### config.mk
export PLATFORM = sky130hd
export DESIGN_NAME = adder_arbiter
export DESIGN_NICKNAME = d
export VERILOG_FILES = /design/src/rtl/adder_arb_pkg.sv /design/src/rtl/adder.sv /design/src/rtl/rr_picker.sv /design/src/rtl/adder_arbiter.sv
export SDC_FILE = /design/constraint.sdc
export NUM_CORES = 1
export LEC_CHECK = 0
export BUFFER_PORTS_ARGS = -buffer_cell sky130_fd_sc_hd__buf_2
export CAP_MARGIN = 20
export CORE_AREA = 2 2 168 170
export CTS_BUF_LIST = sky130_fd_sc_hd__clkbuf_4 sky130_fd_sc_hd__clkbuf_8
export CTS_CLUSTER_SIZE = 14
export DETAILED_ROUTE_END_ITERATION = 10
export DIE_AREA = 0 0 170 172
export PLACE_DENSITY = 0.55
export SLEW_MARGIN = 10
export SYNTH_ARGS = -nofsm -noshare
export SYNTH_HDL_FRONTEND = slang
export SYNTH_SLANG_ARGS = --single-unit
export TNS_END_PERCENT = 100
### constraint.sdc
create_clock -name clk -period 6.7 [get_ports clk]
set_input_delay 1.005 -clock clk [delete_from_list [all_inputs] [get_ports clk]]
set_output_delay 1.005 -clock clk [all_outputs]
set_load 0.02 [all_outputs]
### src/rtl/adder_arb_pkg.sv
// ============================================================================
// Module      : adder_arb_pkg
// Description : Shared types, widths and round-robin helper for adder_arbiter.
// Revision    : 1.0 - initial release
// ============================================================================
`default_nettype none

package adder_arb_pkg;

  localparam int ADD_W  = 15;
  localparam int WIDE_W = 30;

  typedef enum logic [1:0] {
    IDLE = 2'd0,
    LOW  = 2'd1,
    HIGH = 2'd2,
    DONE = 2'd3
  } state_t;

  // First set bit of req scanning ptr, ptr+1, ... modulo n (n <= 8).
  function automatic int rr_pick(input logic [7:0] req, input int ptr, input int n);
    int   win;
    int   cand;
    logic found;
    win   = 0;
    found = 1'b0;
    for (int k = 0; k < 8; k++) begin
      if (k < n && !found) begin
        cand = (ptr + k) % n;
        if (req[3'(cand)]) begin
          win   = cand;
          found = 1'b1;
        end
      end
    end
    return win;
  endfunction

endpackage

`default_nettype wire

### src/rtl/adder.sv
// ============================================================================
// Module      : adder
// Description : 15-bit ripple-carry adder slice (A + B + C -> S, C_out).
// Revision    : 1.0 - initial release
// ============================================================================
`default_nettype none

module adder
  import adder_arb_pkg::*;
(
  input  logic [ADD_W-1:0] A,
  input  logic [ADD_W-1:0] B,
  input  logic             C,
  output logic [ADD_W-1:0] S,
  output logic             C_out
);

  logic [ADD_W:0] w_c;

  assign w_c[0] = C;

  generate
    for (genvar i = 0; i < ADD_W; i++) begin : g_bit
      assign S[i]     = A[i] ^ B[i] ^ w_c[i];
      assign w_c[i+1] = (A[i] & B[i]) | (w_c[i] & (A[i] ^ B[i]));
    end
  endgenerate

  assign C_out = w_c[ADD_W];

endmodule

`default_nettype wire

### src/rtl/rr_picker.sv
// ============================================================================
// Module      : rr_picker
// Description : Combinational round-robin winner select with valid flag.
// Revision    : 1.0 - initial release
// ============================================================================
`default_nettype none

module rr_picker #(
  parameter int N_REQ = 4,
  parameter int ID_W  = 2
) (
  input  logic [N_REQ-1:0] req,
  input  logic [ID_W-1:0]  ptr,
  output logic [ID_W-1:0]  win,
  output logic             valid
);

  import adder_arb_pkg::*;

  logic [7:0] w_req_ext;

  always_comb begin
    w_req_ext              = '0;
    w_req_ext[N_REQ-1:0]   = req;
  end

  assign win   = ID_W'(rr_pick(w_req_ext, int'(ptr), N_REQ));
  assign valid = |req;

endmodule

`default_nettype wire

### src/rtl/adder_arbiter.sv
// ============================================================================
// Module      : adder_arbiter
// Description : Round-robin sharing of one 15-bit adder; 30-bit adds done in
//               two chained passes with a registered result and done strobe.
// Revision    : 1.0 - initial release
// ============================================================================
`default_nettype none

module adder_arbiter #(
  parameter int N_REQ = 4,
  parameter int ID_W  = 2,
  parameter int ADD_W = 15
) (
  input  logic               clk,
  input  logic               rst,
  input  logic [N_REQ-1:0]   req,
  input  logic [N_REQ-1:0]   wide,
  input  logic [N_REQ-1:0]   cin,
  input  logic [N_REQ*30-1:0] a_in,
  input  logic [N_REQ*30-1:0] b_in,
  output logic [N_REQ-1:0]   gnt,
  output logic [N_REQ-1:0]   done,
  output logic [29:0]        sum_out,
  output logic               cout_out,
  output logic               busy
);

  import adder_arb_pkg::*;

  state_t              r_state;
  logic [ID_W-1:0]     r_ptr;
  logic [ID_W-1:0]     r_id;
  logic [WIDE_W-1:0]   r_a;
  logic [WIDE_W-1:0]   r_b;
  logic [WIDE_W-1:0]   r_sum;
  logic                r_cin;
  logic                r_wide;
  logic                r_carry;
  logic                r_cout;
  logic [N_REQ-1:0]    r_gnt;
  logic [N_REQ-1:0]    r_done;

  logic [ID_W-1:0]     w_win;
  logic                w_valid;
  logic [ADD_W-1:0]    w_add_a;
  logic [ADD_W-1:0]    w_add_b;
  logic [ADD_W-1:0]    w_add_s;
  logic                w_add_c;
  logic                w_add_co;

  rr_picker #(
    .N_REQ (N_REQ),
    .ID_W  (ID_W)
  ) u_picker (
    .req   (req),
    .ptr   (r_ptr),
    .win   (w_win),
    .valid (w_valid)
  );

  // Adder is held at zero outside LOW/HIGH so it never toggles when idle.
  always_comb begin
    w_add_a = '0;
    w_add_b = '0;
    w_add_c = 1'b0;
    case (r_state)
      LOW: begin
        w_add_a = r_a[ADD_W-1:0];
        w_add_b = r_b[ADD_W-1:0];
        w_add_c = r_cin;
      end
      HIGH: begin
        w_add_a = r_a[WIDE_W-1:ADD_W];
        w_add_b = r_b[WIDE_W-1:ADD_W];
        w_add_c = r_carry;
      end
      default: ;
    endcase
  end

  adder u_adder (
    .A     (w_add_a),
    .B     (w_add_b),
    .C     (w_add_c),
    .S     (w_add_s),
    .C_out (w_add_co)
  );

  always_ff @(posedge clk) begin
    if (rst) begin
      r_state <= IDLE;
      r_ptr   <= '0;
      r_id    <= '0;
      r_a     <= '0;
      r_b     <= '0;
      r_sum   <= '0;
      r_cin   <= 1'b0;
      r_wide  <= 1'b0;
      r_carry <= 1'b0;
      r_cout  <= 1'b0;
      r_gnt   <= '0;
      r_done  <= '0;
    end else begin
      case (r_state)
        IDLE: begin
          if (w_valid) begin
            r_id    <= w_win;
            r_a     <= a_in[w_win*WIDE_W +: WIDE_W];
            r_b     <= b_in[w_win*WIDE_W +: WIDE_W];
            r_cin   <= cin[w_win];
            r_wide  <= wide[w_win];
            r_gnt   <= N_REQ'(1) << w_win;
            r_state <= LOW;
          end
        end
        LOW: begin
          r_sum[ADD_W-1:0] <= w_add_s;
          if (r_wide) begin
            r_carry <= w_add_co;
            r_state <= HIGH;
          end else begin
            r_sum[WIDE_W-1:ADD_W] <= '0;
            r_cout                <= w_add_co;
            r_done                <= r_gnt;
            r_state               <= DONE;
          end
        end
        HIGH: begin
          r_sum[WIDE_W-1:ADD_W] <= w_add_s;
          r_cout                <= w_add_co;
          r_done                <= r_gnt;
          r_state               <= DONE;
        end
        DONE: begin
          r_done  <= '0;
          r_gnt   <= '0;
          r_ptr   <= (r_id == ID_W'(N_REQ - 1)) ? '0 : r_id + 1'b1;
          r_state <= IDLE;
        end
        default: r_state <= IDLE;
      endcase
    end
  end

  assign gnt      = r_gnt;
  assign done     = r_done;
  assign sum_out  = r_sum;
  assign cout_out = r_cout;
  assign busy     = (r_state != IDLE);

endmodule

`default_nettype wire

=== Word level (Yosys, flattened, before mapping) ===
Index checks and enable logic that the tools add are counted.

* $add $sub $neg: 4
* Multiply operators: 1
* Magnitude comparators: 5
* Equality and inequality tests: 6
* Shift-type cells: 3
* Muxes and demuxes: 42
* Bitwise operators: 78
* Reductions and logical operators: 14

{| class="wikitable"
|+ Operators with widths
! operator !! number
|-
| $shiftx A120 B8 Y30 || 2
|-
| $pmux W15 S2 || 3
|-
| $and A1 B1 Y1 || 30
|-
| $xor A1 B1 Y1 || 30
|-
| $mux W2 || 9
|-
| $mux W1 || 16
|-
| $lt A3 B5 Y1 const B || 3
|-
| $mux W15 || 1
|-
| $or A1 B1 Y1 || 15
|-
| $pmux W4 S3 || 1
|-
| $reduce_and A2 Y1 || 5
|-
| $bmux W1 S3 || 3
|-
| $mux W4 || 2
|-
| $pmux W2 S4 || 1
|-
| $pmux W4 S2 || 1
|-
| $bmux W1 S2 || 3
|-
| $eq A2 B2 Y1 const B || 3
|-
| $mul A2 B4 Y6 const B || 1
|-
| $reduce_bool A2 Y1 || 3
|-
| $reduce_or A2 Y1 || 3
|-
| $add A2 B1 Y2 const B || 2
|-
| $add A2 B2 Y2 const B || 2
|-
| $lt A2 B4 Y1 const B || 1
|-
| $pmux W1 S2 || 2
|-
| 9 further kinds || 11
|}

* Flip-flop bits (word level): 108
* Input port bits: 254
* Output and inout port bits: 40
* Logic and storage cells: 166

=== Logic depth before layout (Yosys ltp) ===
Gate-level depths: netlist of the first run.

* Word-level depth: 35
* Depth in mapped cells: 25
* Depth with buffers taken out: 23

=== By module ===
A second synthesis of the first run with hierarchy kept.

* Cells, all modules: 666
* Area total of the unflattened synthesis: 6374.9 um2

{| class="wikitable"
|+ Modules (own cells, without submodules)
! module !! times used !! cells each !! area an instance (um2) !! seq. area each (um2)
|-
| adder_arbiter || 1 || 628 || 5959.5 || 2162.1
|-
| adder || 1 || 25 || 337.8 || 0.0
|-
| rr_picker || 1 || 13 || 77.6 || 0.0
|}

=== Worst setup path after synthesis of the first run ===
Ideal clock, no wire load.

* Path kind: register to register
* Start: register r_state[0]
* End: register r_sum[29] (netlist: sum_out[29])
* Setup time: 70 ps
* Arrival: 7127 ps
* Data required time: 6630 ps
* Path slack: -497 ps
* Stages on the path, launching flop included: 25
* Path buffers: 2
* Period minus slack after synthesis: 7197 ps
* Cells stage by stage: dfxtp_1 inv_1 ha_1 clkbuf_1 buf_1 a22oi_1 nor2b_1 fa_1 fa_1 fa_1 fa_1 fa_1 fa_1 fa_1 fa_1 fa_1 fa_1 fa_1 fa_1 fa_1 inv_1 fa_1 fa_1 nand3b_1 a21oi_1

* Cells in the longest elaborated chain, start to end: 33
* Elaborated cells on any way between the ends: 67
* Classes of those cells: 3 x eq/ne; 4 x mux; 58 x bitwise; 2 x reduce/logical

{| class="wikitable"
|+ Ends and longest elaborated chain
! what !! line !! RTL
|-
| from (decl) || adder_arbiter.sv:30 || <nowiki>state_t r_state;</nowiki>
|-
| from (signal assigned) || adder_arbiter.sv:91 || <nowiki>r_state <= IDLE;</nowiki>
|-
| from (signal assigned) || adder_arbiter.sv:113 || <nowiki>r_state <= LOW;</nowiki>
|-
| from (signal assigned) || adder_arbiter.sv:120 || <nowiki>r_state <= HIGH;</nowiki>
|-
| $eq A2 B2 Y1 or $eq A2 B1 Y1 (tied branches) || adder_arbiter.sv:66, adder_arbiter.sv:104 ||
|-
| $pmux W15 S2 || adder_arbiter.sv:66 || <nowiki>case (r_state)</nowiki>
|-
| $xor A1 B1 Y1 || adder.sv:25 || <nowiki>assign w_c[i+1] = (A[i] & B[i]) | (w_c[i] & (A[i] ^ B[i]));</nowiki>
|-
| $and A1 B1 Y1 || adder.sv:25 ||
|-
| $or A1 B1 Y1 || adder.sv:25 ||
|-
| $and A1 B1 Y1 || adder.sv:25 ||
|-
| $or A1 B1 Y1 || adder.sv:25 ||
|-
| $and A1 B1 Y1 || adder.sv:25 ||
|-
| (+17 left out) || n/a ||
|-
| $and A1 B1 Y1 || adder.sv:25 ||
|-
| $or A1 B1 Y1 || adder.sv:25 ||
|-
| $and A1 B1 Y1 || adder.sv:25 ||
|-
| $or A1 B1 Y1 || adder.sv:25 ||
|-
| $and A1 B1 Y1 || adder.sv:25 ||
|-
| $or A1 B1 Y1 || adder.sv:25 ||
|-
| $xor A1 B1 Y1 || adder.sv:24 || <nowiki>assign S[i] = A[i] ^ B[i] ^ w_c[i];</nowiki>
|-
| $pmux W15 S2 || adder_arbiter.sv:104 || <nowiki>case (r_state)</nowiki>
|-
| to (signal, indexed assignment) || adder_arbiter.sv:117 || <nowiki>r_sum[ADD_W-1:0] <= w_add_s;</nowiki>
|-
| to (signal, indexed assignment) || adder_arbiter.sv:129 || <nowiki>r_sum[WIDE_W-1:ADD_W] <= w_add_s;</nowiki>
|-
| to (decl) || adder_arbiter.sv:35 || <nowiki>logic [WIDE_W-1:0] r_sum;</nowiki>
|}

Parallel ways exist; a longest one is shown, timed or not.
A chain may end at the register's enable or synchronous reset.

=== Worst setup path in the final report of the first run ===
Ends and elaborated chain as after synthesis.

==> impl_results.md, run 1 <==
* Register-to-Register Path Depth at 21
* Synth area leader: dfxtp_1
* Minimum clock period at 6.59 ns
* Core footprint at 0.0275 mm²
* Std cell rows at 61
* Via Count at 7105
* Cell mode on critical path: fa_2
* Worst Path Max Fanout at 9
* Post-synth top area share at 32.1%
* Sequential cell area at 0.00217 mm²
* Placer Congestion at 0.843
* #FFs+latches synth at 108
* Power per cell area at 337 mW/mm²
* Hold Vio Cnt, Final at 0
* Root buffer cell: clkbuf_8
* Crit path cell chain: inv_2 > ha_4 > nor2b_2 > fa_2 > fa_2 > fa_2 > fa_2 > fa_2 > fa_2 > fa_2 > fa_2 > fa_2 > fa_2 > fa_2 > fa_2 > fa_2 > inv_2 > fa_2 > fa_1 > nand3b_1 > a21oi_1
* Max Clock Skew at 0.0152 ns
* Crit Reg-Reg Startpoint: r_state[0]$_SDFFE_PP0P_
* DRC Markers at 0
* CP Launch Point: r_state[0]$_SDFFE_PP0P_
* CTS HTree Levels at 3
* Syn nets at 1097
* Met2 GRT Util at 30.1%
* Final period utilization at 98.4%
* Met3 Use GR at 2.13%
* Setup TNS at 0 ns
* Die width at 170 µm
* Layout cells sized above 1 at 35.0%
* Number of flops mapped to enable cells by yosys at 0
* Worst setup path endpoint: sum_out[29]$_SDFFE_PP0P_
* Detailed-route wire length per cell at 19.4 µm
* CP Launch Type: register
* PortBufs at 293
* Max Freq at 152 MHz
* Post-placement setup slack at -0.0861 ns
* GRT busiest layer: met2
* GRT Total Usage at 17.8%
* Fillers at 3002
* Slew Limit Fails at 0
* Total power at 2920 µW
* FF-to-FF End: sum_out[29]$_SDFFE_PP0P_
* Flop-to-flop setup slack at 0.11 ns
* First-pass GRT wire length at 39.0 mm
* Post-synth cell types at 41
* Area growth syn-to-layout at 28.8%
* M1 GR Usage at 23.7%
* CTS Sinks at 108
* Crit-path max cell delay at 0.42 ns
* Initial antenna violation count at 0
* Crit-path slowest cell: fa_1
* Drt first pass iters at 5
* Area of the multi-input gates at 0.00424 mm²
* CP endpoint kind: register
* Ports at 294
* Synth Flop Type: dfxtp_1
* Vias/cell at 5.07
* Syn_area_per_cell at 8.19 µm²
* Status: finished, final reports clean
* Setup WS post-layout at 0.108 ns
* Seq/Total Area, Yosys at 32.1%
* TritonCTS buffer count at 9
* Vias in the first global route at 6620
* Total gr overflow at 0
* Synth Cell Area at 0.00673 mm²
* Nets@finish at 1325
* Critical path class: reg2reg
* VDD IR max at 214 µV
* Routed wire length at 27.2 mm
* Clock transition at path regs at 0.12 ns
* CTS tree: built
* Lkg Pwr at 0.00364 µW
* Top cells by area, synth: dfxtp_1 (32%), a221oi_1 (7.7%), a211oi_1 (6.7%)
* Max-cap violations at 0
* Iter 0 DRT Violations at 393
* Cells after synthesis at 822
* Routed Antenna Nets at 0
* RSZ-0062 raised after global routing: yes
* Initial Utilization at 24.5%
* Critical Path AT at 6.91 ns
* Hold Crit Class: reg2reg
* Placed wire-length estimate at 21.2 mm
* Yosys warning count at 0
* Rel. slew slack at 50.2%
* WP data required at 7.02 ns
* Worst Hold Launch: sum_out[17]$_SDFFE_PP0P_
* # setup viols final at 0
* Clock latency on the worst-skew pair at 0.40 ns
* Total die area at 0.0292 mm²
* Clk buf depth at 2
* Async SR Flop Fraction at 0%
* Die Ht at 172 µm
* Largest net degree at the start of global routing at 71
* CTS Hold Buffers Added at 0
* Worst slew pin tran at 0.747 ns
[through the flow]
| stage | std cells | instance area [µm²] | util [%] | hold WS (ns) |
|---|---|---|---|---|
| finish | 1402 | 8670 | 31.5 | 0.455 |
| global route | 1401 | 8670 | 31.5 | 0.469 |
| CTS | 1398 | 8620 | 31.4 | 0.460 |
| detailed placement | 1382 | 8380 | 30.5 | 0.442 |
| global placement | 1382 | 8380 | 30.5 | 0.440 |
| floorplan | 822 | 6770 | - | 0.440 |
[state kept, by name (all words and copies together), names as in the netlist]
register	count
r_a	30
r_b	30
sum_out	30
done	4
gnt	4
r_id	2
r_ptr	2
r_state	2
cout_out	1
r_carry	1
r_cin	1
r_wide	1
[worst max-delay path, delay by kind of cell, from the launching register on]
kind,cells,cell delay [ns]
AOI/OAI and AO/OA,1,0.16
adders and majority gates,16,5.42
and+or+nand+nor,2,0.34
buffers and inverters,2,0.19
DFF,1,0.38
[worst min path at each step]
stage                                          end  slack (ns)  cells past startpoint
final                     sum_out[17]$_SDFFE_PP0P_        0.45                      2
after CTS                 sum_out[22]$_SDFFE_PP0P_        0.46                      2
after global placement    sum_out[21]$_SDFFE_PP0P_        0.44                      2
after floorplan               r_id[1]$_SDFFE_PP0P_        0.44                      2
after global routing      sum_out[21]$_SDFFE_PP0P_        0.47                      2
after detailed placement  sum_out[18]$_SDFFE_PP0P_        0.44                      2
[synth_stat cells, types with 2 or more instances]
cell type,number
buf_6,7
a22oi_1,28
nand3b_1,7
a221oi_1,59
and2_1,2
a31oi_1,7
nand3_1,16
o32ai_1,3
o21ai_0,10
inv_1,6
fa_1,15
ha_1,6
dfxtp_1,108
a21boi_1,47
buf_1,5
a21oi_1,30
buf_4,2
nor2b_1,31
nand2_1,37
o21bai_1,5
a21boi_0,5
mux2i_1,16
nor2_1,84
clkbuf_1,74
o211a_1,2
o21ai_1,57
buf_2,5
a211oi_1,60
nand2b_1,3
a22o_1,4
a21boi_2,10
and3_1,62
[routing by layer]
layer  vias to the layer above  share of wire [%]
met5                         -                  0
met3                        31                4.1
met2                       200                 48
li1                       3526                  -
met4                         0                2.1
met1                      3348                 46
[layout make-up]
class / count / share of cell area, %
well taps: 346 / 4.99
inverters: 7 / 0.332
clock inverters: 6 / 0.693
multi-input cells: 614 / 48.9
diodes: 1 / 0.0289
flip-flops and latches: 108 / 25.0
clock buffers: 10 / 1.59
repair buffers: 310 / 18.4
[report_power, final]
| group | switching [µW] | internal [µW] | total, µW |
|---|---|---|---|
| Clock | 265 | 158 | 423 |
| Combinational | 940 | 566 | 1510 |
| Sequential | 153 | 836 | 988 |
[cell usage in the layout, fill, tap and decap left out, drive strengths merged, types with 10 or more instances in the layout]
cell / n
a211oi: 60
a21boi: 62
a21oi: 30
a221oi: 59
a22oi: 28
and3: 62
buf: 310
clkbuf: 10
dfxtp: 108
fa: 15
inv: 13
mux2i: 16
nand2: 37
nand3: 16
nor2: 84
nor2b: 31
o21ai: 67
[cells by family (layout without fill, tap and decap cells)]
group	after synthesis	after routing	share of synthesized area [%]
simple gates	246	246	18.3
buf+inv	100	333	6.56
mux	16	16	2.38
other cells	0	1	0
fa+ha+maj	21	21	5.58
compound gates	331	331	35.1
flops	108	108	32.1
[repair_timing]
item | CTS | global route
endpoints found under the setup margin | 2 | 3
buffers inserted | 0 | 3
pin swaps | 0 | 1
gates resized for setup | 8 | 8
Note: power is estimated with default switching activity, not from simulation.
==> inputs of run 2 (changes only) <==
==> constraint.sdc (replaced) <==
create_clock -name clk -period 6.7 [get_ports clk]
set_input_delay 1.34 -clock clk [delete_from_list [all_inputs] [get_ports clk]]
set_output_delay 1.34 -clock clk [all_outputs]
set_load 0.02 [all_outputs]
==> impl_results.md, run 2 (same netlist as run 1, synthesis figures left out) <==
* Core footprint at 0.0275 mm²
* Met1 WL at 12.4 mm
* Hold Vio Cnt, Final at 0
* Register share of total power at 33.5%
* # setup viols final at 0
* Initial Utilization at 24.5%
* TritonCTS buffer count at 9
* Fillers at 2983
* CP endpoint kind: register
* Routed Antenna Nets at 0
* PortBufs at 293
* Slew Limit Fails at 0
* Area growth syn-to-layout at 29.0%
* Max Clock Skew at 0.0131 ns
* Minimum clock period at 6.59 ns
* Max Freq at 152 MHz
* First-pass GRT wire length at 38.8 mm
* Switching share of power at 45.6%
* Metal2 WL at 13.2 mm
* Crit-path max cell delay at 0.42 ns
* Critical Path AT at 6.90 ns
* Number of diodes at 0
* Status: finished, final reports clean
* VDD IR max at 192 µV
* Clock transition at path regs at 0.11 ns
* Worst Hold Launch: sum_out[18]$_SDFFE_PP0P_
* Rel. slew slack at 50.5%
* Total gr overflow at 0
* Cells on Worst Hold Path at 2
* Critical path class: reg2reg
* Final period utilization at 98.3%
* Post-placement setup slack at -0.0822 ns
* Crit Reg-Reg Startpoint: r_state[1]$_SDFFE_PP0P_
* Setup WS post-layout at 0.114 ns
* Sw power at 1340 µW
* Final core occ at 31.6%
* Iter 0 DRT Violations at 398
* Register-to-Register Path Depth at 22
* CP Launch Type: register
* FF-to-FF End: sum_out[29]$_SDFFE_PP0P_
* Die Ht at 172 µm
* Drt first pass iters at 6
* Crit-path slowest cell: fa_1
* Commonest non-fill, non-tap cell in the layout: buf_2
* WP data required at 7.02 ns
* Root buffer cell: clkbuf_8
* Std cell rows at 61
* Hold Crit Class: reg2reg
* Worst Path Max Fanout at 7
* Total die area at 0.0292 mm²
* DRC Markers at 0
* RSZ-0062 raised after global routing: yes
* Placed wire-length estimate at 21.1 mm
* Worst slew pin tran at 0.736 ns
* CTS HTree Levels at 3
* Crit path cell chain: inv_4 > ha_4 > a22oi_2 > nor2b_2 > fa_2 > fa_2 > fa_2 > fa_2 > fa_2 > fa_2 > fa_2 > fa_2 > fa_2 > fa_2 > fa_2 > fa_2 > fa_2 > inv_2 > fa_2 > fa_1 > nand3b_1 > a21oi_1
* CTS Sinks at 108
* Power per cell area at 339 mW/mm²
* Layout cells sized above 1 at 34.9%
* Clock network fraction of total power at 15.2%
* Vias/cell at 5.11
* Initial antenna violation count at 0
* Clk buf depth at 2
* Clock latency on the worst-skew pair at 0.39 ns
* DR WL met3 at 1.00 mm
* Via Count at 7152
* Die width at 170 µm
* Placer Congestion at 0.843
* P_int at 1600 µW
* Largest net degree at the start of global routing at 70
* Nets@finish at 1324
* Max-cap violations at 0
* Gate power share at 51.3%
* Hold endpoint: sum_out[18]$_SDFFE_PP0P_
* Detailed-route wire length per cell at 19.3 µm
* Top Layer Used: met4
* Commonest cells after routing, fill and taps aside: buf_2 (292), dfxtp_1 (106), nor2_1 (83), and3_1 (62), a211oi_1 (60)
* Flop-to-flop setup slack at 0.11 ns
* Ports at 294
* GRT Total Usage at 17.7%
* Lkg Pwr at 0.00364 µW
* Cell mode on critical path: fa_2
* Vias in the first global route at 6578
* CTS tree: built
* Routed wire length at 27.0 mm
[run 2: how the worst max path moves through the flow]
stage	start	end	slack, ns	cells after the start
after detailed placement	r_state[0]$_SDFFE_PP0P_	sum_out[29]$_SDFFE_PP0P_	-0.08	21
after CTS	r_state[1]$_SDFFE_PP0P_	sum_out[29]$_SDFFE_PP0P_	0.03	22
after global routing	r_state[1]$_SDFFE_PP0P_	sum_out[29]$_SDFFE_PP0P_	-0.06	22
after floorplan	r_state[0]$_SDFFE_PP0P_	sum_out[29]$_SDFFE_PP0P_	0.04	24
final	r_state[1]$_SDFFE_PP0P_	sum_out[29]$_SDFFE_PP0P_	0.11	22
after global placement	r_state[0]$_SDFFE_PP0P_	sum_out[29]$_SDFFE_PP0P_	0.003	21
[run 2: critical path: cells and delay by family (launching register included)]
kind,cells,cell delay (ns)
and+or+nand+nor,2,0.24
adders and majority gates,16,5.43
buffers and inverters,2,0.12
DFF,1,0.39
AOI/OAI and AO/OA,2,0.33
[run 2: stage by stage]
stage	TNS, ns	instance area, µm²	total power, µW	cells	hold slack [ns]
floorplan	0	6770	1930	822	0.440
global placement	0	8380	2460	1382	0.440
detailed placement	-0.133	8380	2480	1382	0.443
CTS	0	8650	2950	1399	0.459
global route	-0.0989	8680	3150	1400	0.471
finish	0	8680	2940	1400	0.454
[run 2: power groups by stage]
| stage | registers (µW) | logic [µW] | clock network, µW |
|---|---|---|---|
| after global placement | 997 | 1460 | 0 |
| final | 987 | 1510 | 446 |
| after detailed placement | 998 | 1480 | 0 |
| after floorplan | 959 | 970 | 0 |
| after global routing | 1010 | 1650 | 485 |
| after CTS | 987 | 1510 | 457 |
[run 2: repair_timing]
action                                  4_1_cts  5_1_grt
buffers inserted                              1        1
endpoints found under the setup margin        2        3
pin swaps                                     0        3
hold buffers                                  0        0
gates resized for setup                       7       10
[run 2: per-layer routing]
metal,vias up,track usage (%)
met5,-,0
met4,0,3.90
met3,19,2.54
met2,186,30.4
met1,3426,23.5
li1,3521,-
[run 2: final cells by class]
| cell class | instances | area (µm²) | area share (%) |
|---|---|---|---|
| Multi-Input combinational cell | 614 | 4240 | 48.8 |
| Inverter | 7 | 31.3 | 0.360 |
| Clock inverter | 5 | 66.3 | 0.764 |
| Timing Repair Buffer | 309 | 1590 | 18.3 |
| Sequential cell | 108 | 2170 | 25.0 |
| Tap cell | 346 | 433 | 4.99 |
| Clock buffer | 11 | 151 | 1.74 |
